<file path="config.mk">
export PLATFORM = sky130hd
export DESIGN_NAME = key_debounce_sched_flat
export DESIGN_NICKNAME = d
export VERILOG_FILES = /design/src/rtl/key_debounce_sched_if.sv /design/src/rtl/key_debounce_sched.sv /design/src/flat_wrapper.sv
export SDC_FILE = /design/constraint.sdc
export NUM_CORES = 1
export LEC_CHECK = 0
export ABC_AREA = 1
export BUFFER_PORTS_ARGS = -buffer_cell sky130_fd_sc_hd__buf_2
export CORE_MARGIN = 2
export CORE_UTILIZATION = 55
export CTS_BUF_LIST = sky130_fd_sc_hd__clkbuf_16
export DETAILED_ROUTE_END_ITERATION = 6
export GPL_TIMING_DRIVEN = 1
export PLACE_DENSITY = 0.83
export SLEW_MARGIN = 40
export SYNTH_ARGS = -nofsm -noshare
export SYNTH_HDL_FRONTEND = slang
export SYNTH_SLANG_ARGS = --single-unit
</file>
<file path="constraint.sdc">
create_clock -name clk -period 1.98 [get_ports clk]
set_clock_uncertainty 0.05 [all_clocks]
set_input_delay 0.396 -clock clk [delete_from_list [all_inputs] [get_ports clk]]
set_output_delay 0.396 -clock clk [all_outputs]
set_load 0.01 [all_outputs]
</file>
<file path="src/rtl/key_debounce_sched_if.sv">
// ---------------------------------------------------------------------------
// key_debounce_sched_if
// Bundles the key inputs and the debounced outputs of key_debounce_sched.
//   key_raw   : raw asynchronous key levels (driven by the master side)
//   key_state : debounced key levels
//   key_press : one-cycle pulse per debounced 0->1 transition
//   busy      : shared delay counter is owned (WAIT or COMMIT)
//   owner     : index of the current or last owning key
//   fsm_state : encoded scheduler state for debug
// Modports: master = key source / observer, slave = the debouncer.
// ---------------------------------------------------------------------------
interface key_debounce_sched_if #(
  parameter int N_KEYS = 4
);
  logic [N_KEYS-1:0] key_raw;
  logic [N_KEYS-1:0] key_state;
  logic [N_KEYS-1:0] key_press;
  logic              busy;
  logic [2:0]        owner;
  logic [1:0]        fsm_state;

  modport master (
    output key_raw,
    input  key_state,
    input  key_press,
    input  busy,
    input  owner,
    input  fsm_state
  );

  modport slave (
    input  key_raw,
    output key_state,
    output key_press,
    output busy,
    output owner,
    output fsm_state
  );
endinterface

</file>
<file path="src/rtl/key_debounce_sched.sv">
// ---------------------------------------------------------------------------
// key_debounce_sched
// Debounces N_KEYS keys with a single shared delay counter. A key whose
// synchronized level differs from its debounced level is granted the counter
// (round-robin from the key after the last owner); if it stays different for
// DLY_MAX clocks its debounced level is committed, otherwise the attempt is
// aborted and the key goes back into the pending pool.
// Ports:
//   clk : clock, all state on the rising edge
//   rst : synchronous active-high reset
//   bus : key_debounce_sched_if.slave (key_raw in; key_state, key_press,
//         busy, owner, fsm_state out)
// ---------------------------------------------------------------------------
module key_debounce_sched #(
  parameter int N_KEYS  = 4,
  parameter int DLY_W   = 21,
  parameter int DLY_MAX = 2**20
) (
  input logic                   clk,
  input logic                   rst,
  key_debounce_sched_if.slave   bus
);

  localparam int IDX_W = (N_KEYS > 1) ? $clog2(N_KEYS) : 1;
  localparam logic [DLY_W-1:0] DLY_MAX_C = DLY_W'(DLY_MAX);
  localparam logic [IDX_W-1:0] LAST_IDX  = IDX_W'(N_KEYS - 1);

  typedef enum logic [1:0] {
    ST_IDLE   = 2'b00,
    ST_WAIT   = 2'b01,
    ST_COMMIT = 2'b10
  } state_t;

  state_t            state_reg;
  logic [DLY_W-1:0]  cnt_reg;
  logic [IDX_W-1:0]  owner_reg;
  logic [IDX_W-1:0]  last_owner_reg;
  logic [N_KEYS-1:0] key_state_reg;
  logic [N_KEYS-1:0] key_press_reg;
  logic              busy_reg;

  logic [N_KEYS-1:0] ksync;
  logic [N_KEYS-1:0] mismatch;
  logic              grant_valid;
  logic [IDX_W-1:0]  grant_idx;
  logic [IDX_W-1:0]  cand;

  // Two-flop synchronizer per key; key_raw is asynchronous.
  generate
    for (genvar gi = 0; gi < N_KEYS; gi++) begin : g_sync
      logic meta_reg;
      logic sync_reg;
      always_ff @(posedge clk) begin
        if (rst) begin
          meta_reg <= 1'b0;
          sync_reg <= 1'b0;
        end else begin
          meta_reg <= bus.key_raw[gi];
          sync_reg <= meta_reg;
        end
      end
      assign ksync[gi] = sync_reg;
    end
  endgenerate

  // Keys whose synchronized level disagrees with the debounced level.
  assign mismatch = ksync ^ key_state_reg;

  // Round-robin search starting just after the last owner, so a key that was
  // just served (or just aborted) yields to the other pending keys.
  always_comb begin
    grant_valid = 1'b0;
    grant_idx   = '0;
    cand        = '0;
    for (int i = 0; i < N_KEYS; i++) begin
      cand = IDX_W'((int'(last_owner_reg) + 1 + i) % N_KEYS);
      if (!grant_valid && mismatch[cand]) begin
        grant_valid = 1'b1;
        grant_idx   = cand;
      end
    end
  end

  always_ff @(posedge clk) begin
    if (rst) begin
      state_reg      <= ST_IDLE;
      cnt_reg        <= '0;
      owner_reg      <= '0;
      last_owner_reg <= LAST_IDX;
      key_state_reg  <= '0;
      key_press_reg  <= '0;
      busy_reg       <= 1'b0;
    end else begin
      key_press_reg <= '0;
      case (state_reg)
        ST_IDLE: begin
          if (grant_valid) begin
            owner_reg <= grant_idx;
            cnt_reg   <= '0;
            busy_reg  <= 1'b1;
            state_reg <= ST_WAIT;
          end
        end
        ST_WAIT: begin
          // A bounce back to the committed level wins over terminal count.
          if (!mismatch[owner_reg]) begin
            cnt_reg        <= '0;
            last_owner_reg <= owner_reg;
            busy_reg       <= 1'b0;
            state_reg      <= ST_IDLE;
          end else if (cnt_reg == DLY_MAX_C) begin
            state_reg <= ST_COMMIT;
          end else begin
            cnt_reg <= cnt_reg + 1'b1;
          end
        end
        ST_COMMIT: begin
          key_state_reg[owner_reg] <= ksync[owner_reg];
          // Pulse only on a real 0->1 change of the debounced level.
          key_press_reg[owner_reg] <= ksync[owner_reg] & ~key_state_reg[owner_reg];
          last_owner_reg <= owner_reg;
          cnt_reg        <= '0;
          busy_reg       <= 1'b0;
          state_reg      <= ST_IDLE;
        end
        default: begin
          // Unused encoding 2'b11: recover to IDLE.
          cnt_reg   <= '0;
          busy_reg  <= 1'b0;
          state_reg <= ST_IDLE;
        end
      endcase
    end
  end

  assign bus.key_state = key_state_reg;
  assign bus.key_press = key_press_reg;
  assign bus.busy      = busy_reg;
  assign bus.owner     = 3'(owner_reg);
  assign bus.fsm_state = state_reg;

endmodule

</file>
<file path="src/flat_wrapper.sv">
// flat-port wrapper written by rule: the top's interface ports become plain ports
module key_debounce_sched_flat 
#(
  parameter int N_KEYS  = 4,
  parameter int DLY_W   = 21,
  parameter int DLY_MAX = 2**20
)
  (clk, rst, bus_key_raw, bus_key_state, bus_key_press, bus_busy, bus_owner, bus_fsm_state);
  key_debounce_sched_if #(.N_KEYS(N_KEYS)) bus_i ();
  input logic clk;
  input logic rst;
  input wire logic [$bits(bus_i.key_raw)-1:0] bus_key_raw;
  output wire logic [$bits(bus_i.key_state)-1:0] bus_key_state;
  output wire logic [$bits(bus_i.key_press)-1:0] bus_key_press;
  output wire logic [$bits(bus_i.busy)-1:0] bus_busy;
  output wire logic [$bits(bus_i.owner)-1:0] bus_owner;
  output wire logic [$bits(bus_i.fsm_state)-1:0] bus_fsm_state;
  assign bus_i.key_raw = bus_key_raw;
  assign bus_key_state = bus_i.key_state;
  assign bus_key_press = bus_i.key_press;
  assign bus_busy = bus_i.busy;
  assign bus_owner = bus_i.owner;
  assign bus_fsm_state = bus_i.fsm_state;
  key_debounce_sched #(.N_KEYS(N_KEYS), .DLY_W(DLY_W), .DLY_MAX(DLY_MAX)) u_core (.clk(clk), .rst(rst), .bus(bus_i));
endmodule
</file>
==> results_tabular.tex <==
\begin{tabular}{lr}
\hline
Metric & Value \\
\hline
\multicolumn{2}{l}{\textbf{Setup path}} \\
CP delay by family, top & simple AND/OR/NAND/NOR gates \\
Total buffers and inverters traversed by the critical path & 2 \\
Critical path capture point type & register \\
Path type of the worst setup path & register to register \\
Most frequent cell on the critical path & sky130\_fd\_sc\_hd\_\_inv\_1 \\
Signal arrival time at the worst endpoint & between 1.5 and 2 ns \\
Worst path required time & 2.11 ns \\
Worst-path maximum fanout & 21 \\
Maximum cell stage delay along the critical path & 0.47 ns \\
Critical path's slowest cell & sky130\_fd\_sc\_hd\_\_dfxtp\_1 \\
Startpoint type of the worst setup path & register \\
CP Cell Sequence & inv\_1, nor2\_2, nand3\_1, o21ai\_1, nor2\_4, nand3\_2, nand2\_8, o21ai\_0, inv\_1 \\
\multicolumn{2}{l}{\textbf{Final layout}} \\
Area growth from synthesis to layout & 11.9\% \\
Net count, final & $\sim$470 \\
Number of fill cells & 460 \\
Share of cells above drive strength 1 & approximately an eighth \\
Max reg flops & 21 \\
ANT cells & 0 \\
\multicolumn{2}{l}{\textbf{Place}} \\
Final RePlAce weighted congestion & 0.921 \\
Post-placement worst setup slack & 0.143 ns \\
Port buffer count & 18 \\
Estimated wirelength of the detail-placed design & $\sim$5000 µm \\
\multicolumn{2}{l}{\textbf{Floorplanning}} \\
Horizontal extent of the die & 74.4 µm \\
Starting utilization of the core area & 57.4\% \\
\# rows & 25 \\
Vert. Die Dim & 74.4 µm \\
Core box area & around 0.0048 mm² \\
Number of placed I/O pins & 20 \\
Full die area & 0.00554 mm² \\
\multicolumn{2}{l}{\textbf{Clock tree}} \\
Clock Pin Slew Worst Setup and Hold Paths & around 0.060 ns \\
Clock tree buffer depth & 2 \\
Clk\_lat worst skew & 0.28 ns \\
Clock tree from TritonCTS & done \\
Cts bufs inserted & 5 \\
Hold buffer count at cts & 0 \\
Number of H-tree levels & 2 \\
Root buffer cell & sky130\_fd\_sc\_hd\_\_clkbuf\_16 \\
Clock sinks & 44 \\
\multicolumn{2}{l}{\textbf{Synthesis}} \\
Number of synthesis warnings & 0 \\
Post-synth top area cell & sky130\_fd\_sc\_hd\_\_dfxtp\_1 \\
Area fraction of the dominant cell type after synthesis & roughly a third \\
Most repeated cell in the gate-level netlist after synthesis & sky130\_fd\_sc\_hd\_\_nand2\_1 \\
Total nets after synthesis & approximately 440 \\
Sequential-to-total area share from yosys stat & 32.3\% \\
Leading register cell type out of synthesis & sky130\_fd\_sc\_hd\_\_dfxtp\_1 \\
Synthesis-stage register bit count & 44 \\
Biggest area contributors in the synthesized netlist & sky130\_fd\_sc\_hd\_\_dfxtp\_1, sky130\_fd\_sc\_hd\_\_nand2\_1, sky130\_fd\_sc\_hd\_\_nand3\_1 \\
Count of unique library cells instantiated by Yosys & 34 \\
Mean post-synth cell area & 6.29 µm² \\
Number of cells produced by synthesis & 434 \\
EDFF count, synth & 0 \\
Top post-synthesis cells by count & sky130\_fd\_sc\_hd\_\_nand2\_1, sky130\_fd\_sc\_hd\_\_inv\_1, sky130\_fd\_sc\_hd\_\_nor2\_1 \\
Post-synthesis instance area & 0.00273 mm² \\
Asr flop ratio synth & 0\% \\
\multicolumn{2}{l}{\textbf{STA}} \\
Final Max Tran Viols & 0 \\
Final hold violation count & 0 \\
Setup-violating endpoint count in the final report & 0 \\
TNS Setup & 0 ns \\
Post-route worst hold slack & 0.259 ns \\
Part of the cycle the worst path needs & 93.8\% \\
RSZ-0062 raised after global routing & no \\
Period minus WS final & 1.86 ns \\
Upper clock frequency limit & 538 MHz \\
Final worst slack & 0.123 ns \\
\multicolumn{2}{l}{\textbf{Power and ir drop}} \\
Pwr dens & 1050 mW/mm² \\
Static power due to leakage & 1.37 nW \\
VDD IR max & 0.542 mV \\
\multicolumn{2}{l}{\textbf{Status}} \\
Outcome & complete, no violations \\
\multicolumn{2}{l}{\textbf{Min path}} \\
Worst min path class & input port to register \\
\multicolumn{2}{l}{\textbf{GRT}} \\
Vias in the first global route & around 2400 \\
Global router's overall resource usage & 25.4\% \\
Grt total ovfl & 0 \\
Maximum number of pins on one net before global-route repair & 22 \\
First-pass GRT wire length & 11000 µm \\
Antenna violations before repair & 0 \\
\multicolumn{2}{l}{\textbf{Run}} \\
Max-cap check violation count & 0 \\
\multicolumn{2}{l}{\textbf{Drt}} \\
Avg Vias per Cell & roughly 5.4 \\
DRC violation count after routing & 0 \\
Final routed wirelength across all metal layers & between 6000 and 7000 µm \\
Count of antenna-violating nets left after detailed routing & 0 \\
Via total after detailed routing & 2848 \\
Pre-Repair DR Iteration Count & 5 \\
Number of DRC violations after detailed-routing iteration 0 & 342 \\
Average wire length per cell after detail routing & around 13 µm \\
\hline
\end{tabular}
## final cells by class
| cell class | count | area, µm² | area share [%] |
|---|---|---|---|
| Tap cell | 67 | 83.8 | 2.75 |
| Inverter | 64 | 240 | 7.87 |
| Clock inverter | 3 | 23.8 | 0.779 |
| Sequential cell | 44 | 882 | 28.9 |
| Timing Repair Buffer | 28 | 165 | 5.41 |
| Clock buffer | 5 | 125 | 4.10 |
| Multi-Input combinational cell | 314 | 1530 | 50.2 |
## worst min-delay path: stages
cell and delay, ns:
sky130_fd_sc_hd__buf_2 0.07, sky130_fd_sc_hd__inv_1 0.03, sky130_fd_sc_hd__nor2_1 0.06
## what timing repair did
action / CTS / global route
buffers inserted: 0 / 0
gates resized for setup: 0 / 3
setup endpoints to repair: 0 / 18
## through the flow
step	cells	utilization [%]	power (mW)	cell area, µm²
final	525	64.2	3.20	3050
after global routing	525	64.2	3.38	3050
after CTS	525	64.0	3.16	3040
after detailed placement	517	60.9	2.33	2890
after global placement	517	60.9	2.28	2890
after floorplan	434	-	2.10	2730
## placed cells by master, fill, tap and decap left out, types with 2 or more instances in the layout
cell type,count
sky130_fd_sc_hd__nand4_1,16
sky130_fd_sc_hd__or2_2,3
sky130_fd_sc_hd__o21ai_0,16
sky130_fd_sc_hd__buf_2,18
sky130_fd_sc_hd__clkbuf_16,5
sky130_fd_sc_hd__inv_1,61
sky130_fd_sc_hd__nor2_4,2
sky130_fd_sc_hd__nor2_1,52
sky130_fd_sc_hd__nand3_1,50
sky130_fd_sc_hd__nor3_1,10
sky130_fd_sc_hd__nand2_1,108
sky130_fd_sc_hd__a21oi_1,31
sky130_fd_sc_hd__inv_2,3
sky130_fd_sc_hd__buf_4,10
sky130_fd_sc_hd__clkinvlp_4,2
sky130_fd_sc_hd__xor2_1,6
sky130_fd_sc_hd__ha_1,2
sky130_fd_sc_hd__dfxtp_1,43
sky130_fd_sc_hd__nand2_2,3
## where the power goes
group | leakage, nW | switching [mW] | internal (mW)
logic | 0.944 | 0.910 | 0.425
clock network | 0.0660 | 0.363 | 0.469
registers | 0.358 | 0.0859 | 0.947
total | 1.37 | 1.36 | 1.84
## per-layer routing
layer  GRT usage [%]  part of all wire [%]
met5               0                     0
met3            3.66                   7.6
met1            36.4                    46
met2            39.8                    45
met4            7.74                   1.7
## cells by family after synthesis
family                     after synthesis  synth area share [%]
and+or+nand+nor                        250                  41.0
buffers and inverters                   76                  11.9
AOI/OAI and AO/OA                       52                  9.90
DFF                                     44                  32.3
xor gates and xnor gates                 9                  3.85
adders and majority gates                2                 0.917
other                                    1                 0.137
## path summary, 6_finish.rpt
| kind | end | cells after the start | startpoint | slack (ns) |
|---|---|---|---|---|
| worst min register to register | u_core.g_sync[1].sync_reg$_SDFF_PP0_ | 2 | u_core.g_sync[1].meta_reg$_SDFF_PP0_ | 0.35 |
| worst min-delay path | u_core.g_sync[3].meta_reg$_SDFF_PP0_ | 3 | bus_key_raw[3] | 0.26 |
| worst max register to register | u_core.cnt_reg[0]$_SDFFE_PP0P_ | 9 | u_core.owner_reg[0]$_SDFFE_PP0P_ | 0.12 |
| worst max-delay path | u_core.cnt_reg[0]$_SDFFE_PP0P_ | 9 | u_core.owner_reg[0]$_SDFFE_PP0P_ | 0.12 |
(Power assumes the default switching activity.)
